===== src/rtl/br_arb_requester.sv =====
// Requester front end for br_arb_rr: per-requester 2-entry FIFOs drive `request`; the granted head is muxed onto pop.
// Latency: a push at cycle t raises request at t+1 and may dequeue at t+1; the pop path is combinational from grant/pop_ready.
// Backpressure: push_ready is a flop that drops when the FIFO is full; a request holds until its grant is taken with pop_ready.
// Optional: define BR_ARB_REQUESTER_STARVATION_EN to build the per-requester wait counters behind `starved`.
module br_arb_requester #(
    parameter int NumRequesters       = 2,
    parameter int Width               = 8,
    parameter int StarvationThreshold = 16
) (
    input  logic                           clk,
    input  logic                           rst,
    input  logic [NumRequesters-1:0]       push_valid,
    output logic [NumRequesters-1:0]       push_ready,
    input  logic [NumRequesters*Width-1:0] push_data,
    output logic [NumRequesters-1:0]       request,
    input  logic [NumRequesters-1:0]       grant,
    output logic                           enable_priority_update,
    output logic                           pop_valid,
    input  logic                           pop_ready,
    output logic [Width-1:0]               pop_data,
    output logic [NumRequesters-1:0]       starved
);

    logic [1:0]             count      [NumRequesters];
    logic [1:0]             count_next [NumRequesters];
    logic [NumRequesters-1:0] head;
    logic [NumRequesters-1:0] tail;
    logic [Width-1:0]       mem        [NumRequesters][2];
    logic [NumRequesters-1:0] push;
    logic [NumRequesters-1:0] deq;
    logic [NumRequesters-1:0] sel;

    // Handshakes and next occupancy; push+dequeue together leave the count unchanged.
    always_comb begin
        push = push_valid & push_ready;
        deq  = grant & request & {NumRequesters{pop_ready}};
        for (int i = 0; i < NumRequesters; i++) begin
            count_next[i] = count[i];
            if (push[i] && !deq[i]) begin
                count_next[i] = count[i] + 2'd1;
            end else if (!push[i] && deq[i]) begin
                count_next[i] = count[i] - 2'd1;
            end
        end
    end

    // Occupancy, pointers and push_ready; push_ready looks one cycle ahead so it never needs a comb path.
    always_ff @(posedge clk) begin
        if (rst) begin
            for (int i = 0; i < NumRequesters; i++) begin
                count[i] <= 2'd0;
            end
            head       <= '0;
            tail       <= '0;
            push_ready <= '0;
        end else begin
            for (int i = 0; i < NumRequesters; i++) begin
                count[i]      <= count_next[i];
                push_ready[i] <= (count_next[i] < 2'd2);
                if (push[i]) begin
                    tail[i] <= ~tail[i];
                end
                if (deq[i]) begin
                    head[i] <= ~head[i];
                end
            end
        end
    end

    // Payload storage; no reset needed because occupancy gates every read.
    always_ff @(posedge clk) begin
        for (int i = 0; i < NumRequesters; i++) begin
            if (push[i]) begin
                mem[i][tail[i]] <= push_data[i*Width +: Width];
            end
        end
    end

    // Request is pure state, so it can only fall after a dequeue empties the FIFO.
    always_comb begin
        for (int i = 0; i < NumRequesters; i++) begin
            request[i] = (count[i] != 2'd0);
        end
    end

    // AND-OR mux of granted heads; yields zero when nothing valid is granted.
    always_comb begin
        sel                    = grant & request;
        pop_valid              = |sel;
        enable_priority_update = pop_ready;
        pop_data               = '0;
        for (int i = 0; i < NumRequesters; i++) begin
            if (sel[i]) begin
                pop_data = pop_data | mem[i][head[i]];
            end
        end
    end

`ifdef BR_ARB_REQUESTER_STARVATION_EN
    localparam int WaitW = $clog2(StarvationThreshold + 1);
    localparam logic [WaitW-1:0] WaitMax = WaitW'(StarvationThreshold);

    logic [WaitW-1:0] wait_cnt  [NumRequesters];
    logic [WaitW-1:0] wait_next [NumRequesters];

    // Wait counter: counts cycles pending without a dequeue, clears on dequeue or idle, saturates at the threshold.
    always_comb begin
        for (int i = 0; i < NumRequesters; i++) begin
            wait_next[i] = wait_cnt[i];
            if (!request[i] || deq[i]) begin
                wait_next[i] = '0;
            end else if (wait_cnt[i] != WaitMax) begin
                wait_next[i] = wait_cnt[i] + 1'b1;
            end
        end
    end

    // Register counters and the starved flag together so starved has no comb input.
    always_ff @(posedge clk) begin
        if (rst) begin
            for (int i = 0; i < NumRequesters; i++) begin
                wait_cnt[i] <= '0;
            end
            starved <= '0;
        end else begin
            for (int i = 0; i < NumRequesters; i++) begin
                wait_cnt[i] <= wait_next[i];
                starved[i]  <= (wait_next[i] == WaitMax);
            end
        end
    end
`else
    assign starved = '0;
`endif

`ifndef SYNTHESIS
    params_a: assert property (@(posedge clk)
        (NumRequesters >= 2) && (Width >= 1) && (StarvationThreshold >= 1));
    grant_onehot0_a: assert property (@(posedge clk) disable iff (rst) $onehot0(grant));
`endif

endmodule


===== config.mk =====
export PLATFORM = sky130hd
export DESIGN_NAME = br_arb_requester
export DESIGN_NICKNAME = d
export VERILOG_FILES = /design/src/rtl/br_arb_requester.sv
export SDC_FILE = /design/constraint.sdc
export NUM_CORES = 1
export LEC_CHECK = 0
export BUFFER_PORTS_ARGS = -buffer_cell sky130_fd_sc_hd__clkbuf_2
export CORE_ASPECT_RATIO = 1.25
export CORE_MARGIN = 3
export CORE_UTILIZATION = 50
export DETAILED_ROUTE_END_ITERATION = 10
export PLACE_DENSITY = 0.82
export RECOVER_POWER = 50
export SYNTH_ARGS = -nofsm -noshare
export SYNTH_HDL_FRONTEND = slang
export SYNTH_SLANG_ARGS = --single-unit
export TNS_END_PERCENT = 20

===== constraint.sdc =====
create_clock -name clk -period 1.75 [get_ports clk]
set_clock_uncertainty 0.15 [all_clocks]
set_input_delay 0.0875 -clock clk [delete_from_list [all_inputs] [get_ports clk]]
set_output_delay 0.0875 -clock clk [all_outputs]
set_load 0.01 [all_outputs]

; After elaboration in Yosys (flattened, before gate mapping)
; Memories as Yosys holds them, arrays and structs flattened.
; Index checks and enable logic that the tools add are counted.
[classes]
reduce_logical = 13
muxes = 25
addsub = 4
n_bitwise = 14
n_lt_le_gt_ge = 8
[ops]
columns = op, n
row1 = 8-bit 2-to-1 mux, 10
row2 = 16-bit 2-to-1 mux, 2
row3 = 8-bit demux with 1-bit select, 2
row4 = 2-bit 2-to-1 mux, 6
row5 = "2-bit >= comparator, second input constant", 4
row6 = 1-bit inverter with 2-bit output, 4
row7 = 8-bit OR, 1
row8 = 2-bit AND, 3
row9 = 1-bit logical AND, 6
row10 = 1-bit 2-to-1 mux, 5
row11 = "2-bit by 1-bit adder with 2-bit output, second input constant", 2
row12 = 1-bit zero test, 4
row13 = "2-bit by 1-bit less-than comparator with 1-bit output, second input constant", 2
row14 = "2-bit less-than comparator, second input constant", 2
row15 = 1-bit inverter, 4
row16 = 2-bit nonzero test, 2
row17 = "2-bit by 1-bit subtractor with 2-bit output, second input constant", 2
row18 = 1-bit OR, 2
row19 = 2-bit OR reduction, 1
[totals]
wordCells = 71
ff_bits = 6
in_bits = 23
mem_bits_rw = 36
n_memories = 2
[memory_table]
columns = memory, words, width, rd, rd_clocked_by_memory_dff, wr, line
row1 = mem, 2, 16, 2, 0, 2, 28  ; logic [Width-1:0] mem [NumRequesters][2];
row2 = count, 2, 2, 2, 0, 2, 24  ; logic [1:0] count [NumRequesters];

; Depth between registers and ports, before layout
; Gate-level depths: netlist of run 1.
; An unclocked memory read counts as a cell.
[logic_depth]
ltp_word = 8
mapped_depth = 8
depth_no_buf = 8

; Least setup slack after synthesis of run 1
; Ideal clock, no wire load.
[synth_timing]
path_kind = reg-to-reg
from = memory count[0][0]
to = register with a tool-made name
required_ns = 1.505
path_slack_ns = 0.173
setup_ns = 0.095
path_stages_with_launch = 8
path_buffers = 0
t_arrival_ns = 1.332
path_cell_list = dfxtp_1 > inv_1 > ha_1 > nand3b_1 > ha_1 > nor2_1 > nand2_1 > a221oi_1
[synth_lines]
columns = item, line
row1 = start: declaration, 24

==> metrics.md, run 1 <==
| Metric | Value |
|---|---|
| Ports | `39` |
| Multi-input gate area | `623 sq um` |
| Post-route cell area | `2340 sq um` |
| Setup TNS | `0 ns` |
| Slew Viols, Final | `0` |
| Most area-consuming cells after synthesis | `edfxtp_1 54%, dfxtp_1 11%, mux2i_1 9.1%, ha_1 4.2%, o22ai_1 2.8%` |
| Final hold vios | `0` |
| Largest fanout on the critical path | `4` |
| CP required | `~1.8 ns` |
| Reg-to-reg endpoint | `count[0][0]` |
| Mux contribution to synthesized area | `9.07%` |
| GP Congestion | `between 0.6 and 0.7` |
| R2R Setup Slk | `0.01 ns` |
| Drt total wl | `3750 um` |
| Fin worst setup slack | `about 0.012 ns` |
| Placeable Area | `~3300 sq um` |
| Max Root-Sink Buffers | `2` |
| Synthesis-to-layout area growth | `32.4%` |
| Clock insertion delay at the later pin of the skew report | `0.28 ns` |
| Final setup fails | `0` |
| DP HPWL | `between 2000 and 2500 um` |
| Dpl cell area | `1970 sq um` |
| WP depth | `8` |
| Post-Synth XOR/XNOR Area | `1.98%` |
| Vias per cell | `5.41` |
| Global Route Usage Sum | `17.9%` |
| Pwr dens | `929 nW/um^2` |
| Unrepaired setup endpoints after global routing | `true` |
| Hold Crit Class | `in -> reg` |
| Crit path cell chain | `inv_2 > ha_4 > nand3b_1 > inv_2 > ha_4 > nor2_2 > o21ai_1 > a21oi_1` |
| CP Class | `reg -> reg` |
| Area of the die | `4290 sq um` |
| CTS root buf | `clkbuf_8` |
| First-pass GRT wire length | `5550 um` |
| Vias in the first global route | `1249` |
| DRT Pass-1 Iters | `4` |
| Synth unique cells | `23` |
| H-Tree Depth | `2` |
| Cells after Synth | `roughly 130` |
| Clk pin slew, worst setup/hold paths | `0.07 ns` |
| Crit. End Element | `flip-flop` |
| Max Fclk | `576 MHz` |
| Via count | `1245` |
| Post-synthesis simple-gate area fraction | `under 10%` |
| Mean Syn Cell Area | `13.4 sq um` |
| Yosys top cell by area | `edfxtp_1` |
| Register area share after synthesis | `65.7%` |
| DR WL/cell | `16.3 um` |
| Detail Route Antenna Nets | `0` |
| Total of max-cap violations | `0` |
| Area of the mapped netlist | `between 1500 and 2000 sq um` |
| Antenna violations before repair | `0` |
| Slowest cell on crit path | `dfxtp_2` |
| Max incr delay on CP | `0.34 ns` |
| Residual DRC | `0` |
| Synth top area share | `54.4%` |
| Hold path start | `push_valid[1]` |
| Synth warn | `0` |
| P_leak | `0.880 nW` |
| Post-Place Setup Slack | `0.0427 ns` |
| I/O Buffers | `36` |
| Adder-cell share of the synthesized area | `4.25%` |
| Minimum clock period | `1.74 ns` |
| CTS tree | `built` |
| Bufs and invs on worst path | `2` |
| Std-Cell Rows | `23` |
| Post-synth EDFFs | `32` |
| Placed cells | `202` |
| Critical Path AT | `roughly 1.8 ns` |
| Max VDD drop | `0.756 mV` |
| Fin cells | `230` |
| CP Capture Point | `count[0][0]` |
| Hold slack | `0.141 ns` |
| Die Span Y | `72.5 um` |
| Status | `finished clean` |
| DR iter-0 viols | `55` |
| Dominant synthesized flop cell | `edfxtp_1` |
| Sequential cell area | `1170 sq um` |
| TritonCTS Sinks | `42` |
| Fill cell count | `around 240` |
| Nets | `221` |
| Largest net degree at the start of global routing | `13` |
| Commonest cells post-synth | `32 x edfxtp_1, 16 x mux2i_1, 11 x inv_1, 11 x nor2_1, 10 x dfxtp_1` |
| Post-layout util | `70.7%` |
| Main combinational cell family by area after synthesis | `multiplexers` |
| Starting Density | `53.4%` |
| Count leader, synth | `edfxtp_1` |
| Die width | `roughly 59 um` |
| ANT cells | `0` |
| Fin crit share | `99.3%` |
| Share of cells above drive strength 1 | `29.0%` |
| Async SR Flop Fraction | `0%` |
| TritonCTS Buffers | `5` |
| Worst path top cell family by delay | `adder cells` |
| Startpoint Class | `flip-flop` |
| GRT Residual Overflow | `0` |
| Synth Area in Compound Gates | `7.37%` |
| Total power draw | `2.17 mW` |
| R2R depth | `8` |
| #FFs+latches synth | `42` |
==> cells by family after synthesis <==
kind of cell             count (synthesis)
multiplexers                            16
other                                    1
AO/OA/AOI/OAI                           20
adder cells (fa/ha/maj)                  6
XOR/XNOR                                 4
AND/OR/NAND/NOR                         26
flip-flops                              42
buffers and inverters                   17
==> worst register-to-register path, stage by stage (launching register included) <==
cell	delay (ns)
dfxtp_2	0.34
inv_2	0.06
ha_4	0.16
nand3b_1	0.27
inv_2	0.15
ha_4	0.23
nor2_2	0.11
o21ai_1	0.07
a21oi_1	0.14
==> per-layer routing <==
| layer | vias to the layer above | GRT usage [%] | routed length [um] |
|---|---|---|---|
| met5 | - | 0 | 0 |
| met4 | 0 | 5.29 | 12 |
| met3 | 2 | 4.98 | 168 |
| met2 | 42 | 33.2 | 2180 |
| met1 | 611 | 19.2 | 1390 |
| li1 | 590 | - | - |
==> where the power goes <==
part           switching (mW)  internal [mW]
sequential             0.0343           1.14
clock                   0.299          0.318
combinational           0.205          0.179
total                   0.538           1.63
==> layout make-up <==
| type | count | share of cell area, % |
|---|---|---|
| Sequential cell | 42 | 50.0 |
| Multi-Input combinational cell | 74 | 26.6 |
| Timing Repair Buffer | 58 | 15.7 |
| Clock buffer | 7 | 3.69 |
| Tap cell | 37 | 1.98 |
| Inverter | 11 | 1.77 |
| Clock inverter | 1 | 0.214 |
==> worst min path at each step <==
stage	to	depth (start not counted)
2_1_floorplan	mem[0][0]	0
3_3_place_gp	mem[0][12]	1
3_5_place_dp	mem[0][7]	1
4_1_cts	head[1]	4
5_1_grt	head[0]	4
6_report	tail[1]	4
==> sequential cells by signal, summed over array words and instances, names as in the netlist, named ones only <==
register    cells
push_ready      2
tail            2
head            2
count           2
mem            32
==> repair_timing <==
| item | 4_1_cts | 5_1_grt |
|---|---|---|
| pin swaps | 0 | 5 |
| hold buffers | 17 | 0 |
| hold endpoints to repair | 41 | 0 |
| resized for setup | 2 | 28 |
| endpoints found under the setup margin | 8 | 14 |
| setup buffers | 0 | 3 |
==> cell usage in the layout, fill, tap and decap left out, drive strengths merged <==
cell type,instances
nor3,1
clkbuf,43
o22ai,8
nand3b,2
a211oi,2
a21oi,5
a31oi,1
dfxtp,10
ha,6
xor2,4
and3,2
buf,5
dlygate4sd3,17
inv,11
o21ai,2
nand2b,1
clkinv,1
mux2i,16
edfxtp,32
nor2,11
conb,2
nand2,9
a221oi,2
No activity file was read; power rests on OpenSTA's default activity.
==> inputs of run 2 (changes only) <==
- BUFFER_PORTS_ARGS: -buffer_cell sky130_fd_sc_hd__clkbuf_2 -> default
- DONT_BUFFER_PORTS: default -> 1
- PLACE_DENSITY: 0.82 -> 0.74
- RECOVER_POWER: 50 -> default
==> run 2 against run 1 <==
- critical path depth fell by 1
- fmax is 0.99% higher
- sequential cell count unchanged
- design area down 3.3%
- clock power is 7.8% lower
- largest cell class unchanged
- non-clock buffer count decreased by 32
- critical path type unchanged
- core utilization fell by 2.3 points
- sequential power hardly changed
- first-iteration DRC count decreased by 62%
==> metrics.md, run 2 (synthesized netlist as in run 1, its figures left out) <==
| Metric | Value |
|---|---|
| Status | `finished clean (unchanged)` |
| Largest fanout on the critical path | `6 (was 4)` |
| Final setup fails | `0 (unchanged)` |
| Std-Cell Rows | `23 (unchanged)` |
| Global Route Usage Sum | `15.8% (was 17.9%)` |
| Crit. End Element | `flip-flop (unchanged)` |
| Worst Max-Slew Pin Slew | `0.511 ns` |
| Pwr dens | `935 nW/um^2 (was 929 nW/um^2)` |
| Share of cells above drive strength 1 | `28.0% (was 29.0%)` |
| Die Span Y | `72.5 um (unchanged)` |
| Vias in the first global route | `1111 (was 1249)` |
| DRT Pass-1 Iters | `4 (unchanged)` |
| Max incr delay on CP | `0.37 ns (was 0.34 ns)` |
| Largest net degree at the start of global routing | `13 (unchanged)` |
| Die width | `59.2 um (unchanged)` |
| Final hold vios | `0 (unchanged)` |
| DR WL/cell | `17.2 um (was 16.3 um)` |
| GRT Residual Overflow | `0 (unchanged)` |
| P_leak | `0.797 nW (was 0.880 nW)` |
| CTS tree | `built (unchanged)` |
| DR iter-0 viols | `21 (was 55)` |
| Total of max-cap violations | `0 (unchanged)` |
| Minimum clock period | `1.72 ns (was 1.74 ns)` |
| Vias per cell | `5.56 (was 5.41)` |
| Bufs and invs on worst path | `1 (was 2)` |
| Slew headroom | `about two thirds` |
| TritonCTS Buffers | `5 (unchanged)` |
| Unrepaired setup endpoints after global routing | `true (unchanged)` |
| ANT cells | `0 (unchanged)` |
| Fin crit share | `98.3% (was 99.3%)` |
| Worst path top cell family by delay | `simple AND/OR/NAND/NOR gates (was adder cells)` |
| DP HPWL | `2290 um (was 2420 um)` |
| Highest-count cells in the layout ignoring fill and taps | `32 x edfxtp_1, 19 x dlygate4sd3_1, 16 x mux2i_1, 8 x nor2_1 (was 32 x edfxtp_1, 20 x clkbuf_2, 17 x clkbuf_1, 17 x dlygate4sd3_1, 16 x mux2i_1)` |
| Max VDD drop | `0.684 mV (was 0.756 mV)` |
| Crit path cell chain | `inv_4 > ha_4 > nand3b_1 > ha_4 > nor2_2 > nand2_1 > a221oi_2 (was inv_2 > ha_4 > nand3b_1 > inv_2 > ha_4 > nor2_2 > o21ai_1 > a21oi_1)` |
| Placeable Area | `3310 sq um (unchanged)` |
| Most common cell after layout, fill and taps aside | `edfxtp_1 (unchanged)` |
| Synthesis-to-layout area growth | `28.0% (was 32.4%)` |
| Hold path start | `pop_ready (was push_valid[1])` |
| CP required | `1.80 ns (was 1.81 ns)` |
| Residual DRC | `0 (unchanged)` |
| Hold Crit Class | `in -> out (was in -> reg)` |
| Antenna violations before repair | `0 (unchanged)` |
| Via count | `1100 (was 1245)` |
| Area of the die | `4290 sq um (unchanged)` |
| CP Class | `reg -> reg (unchanged)` |
| TritonCTS Sinks | `42 (unchanged)` |
| Total power draw | `2.11 mW (was 2.17 mW)` |
| Slowest cell on crit path | `dfxtp_2 (unchanged)` |
| GP Congestion | `0.746 (was 0.684)` |
| Detail Route Antenna Nets | `0 (unchanged)` |
| Drt total wl | `3410 um (was 3750 um)` |
| Max reg flops | `32 (unchanged)` |
| Slew Viols, Final | `0 (unchanged)` |
| Clk pin slew, worst setup/hold paths | `0.07 ns (about the same)` |
| Starting Density | `53.4% (unchanged)` |
| Ports | `39 (unchanged)` |
| Max Fclk | `581 MHz (was 576 MHz)` |
| Nets | `189 (was 221)` |
| First-pass GRT wire length | `4910 um (was 5550 um)` |
| Clock insertion delay at the later pin of the skew report | `0.28 ns (about the same)` |
| Critical Path AT | `1.77 ns (was 1.80 ns)` |
| CTS root buf | `clkbuf_8 (unchanged)` |
| I/O Buffers | `0 (was 36)` |
| H-Tree Depth | `2 (unchanged)` |
| Most common cell on crit path | `ha_4` |
| Hold slack | `0.0250 ns (was 0.141 ns)` |
| Max Root-Sink Buffers | `2 (unchanged)` |
| Startpoint Class | `flip-flop (unchanged)` |
| Setup TNS | `0 ns (unchanged)` |
==> run 2: cell count changes in the layout (fill, tap and decap cells not counted), moves of 4 or more <==
cell / previous run / this run
clkbuf_2: 20 / 0
o22ai_1: 5 / 0
o22ai_2: 3 / 7
clkbuf_1: 17 / 3
==> run 2: worst paths after layout <==
kind	end	slack, ns	depth (start not counted)
max	flip-flop	0.03	7
min	enable_priority_update	0.03	0
max reg2reg	flip-flop	0.03	7
min reg2reg	count[0][0]	0.34	2
==> run 2: cell type report <==
type	count	area [sq um]
tap	37	46.3
sequential	42	1170
clock buffer	8	80.1
multi-input combinational	74	681
fill	238	1050
timing repair buffer	26	243
inverter	11	43.8
==> run 2: worst register-to-register path: stages, from the launching register on <==
cell and delay (ns):
dfxtp_2 0.37, inv_4 0.05, ha_4 0.16, nand3b_1 0.27, ha_4 0.26, nor2_2 0.10
nand2_1 0.06, a221oi_2 0.21
==> run 2: stage by stage <==
stage               cells  instance area (sq um)  setup WS, ns  util [%]
finish                198                   2260        0.0294      68.3
global route          198                   2260       -0.0460      68.3
CTS                   192                   2120       0.00209      64.0
detailed placement    166                   1790      -0.00342      54.0
global placement      166                   1790         0.103      54.0
floorplan             133                   1770         0.173         -
==> run 2: repair_timing <==
| action | 4_1_cts | 5_1_grt |
|---|---|---|
| hold buffers | 18 | 1 |
| endpoints found under the setup margin | 10 | 15 |
| gates resized for setup | 14 | 27 |
| setup buffers | 0 | 5 |
| hold endpoints to repair | 42 | 8 |
| pin swaps | 0 | 8 |
==> run 2: power breakdown <==
group	internal (mW)	switching, mW
logic	0.173	0.195
clock network	0.283	0.286
registers	1.14	0.0387
==> run 2: per-layer routing <==
metal / up-vias / routed length (um) / global-route usage, %
met5: - / 0 / 0
met4: 0 / 90 / 6.80
met3: 11 / 216 / 5.52
met2: 33 / 1780 / 27.3
met1: 528 / 1320 / 17.3
li1: 528 / - / -
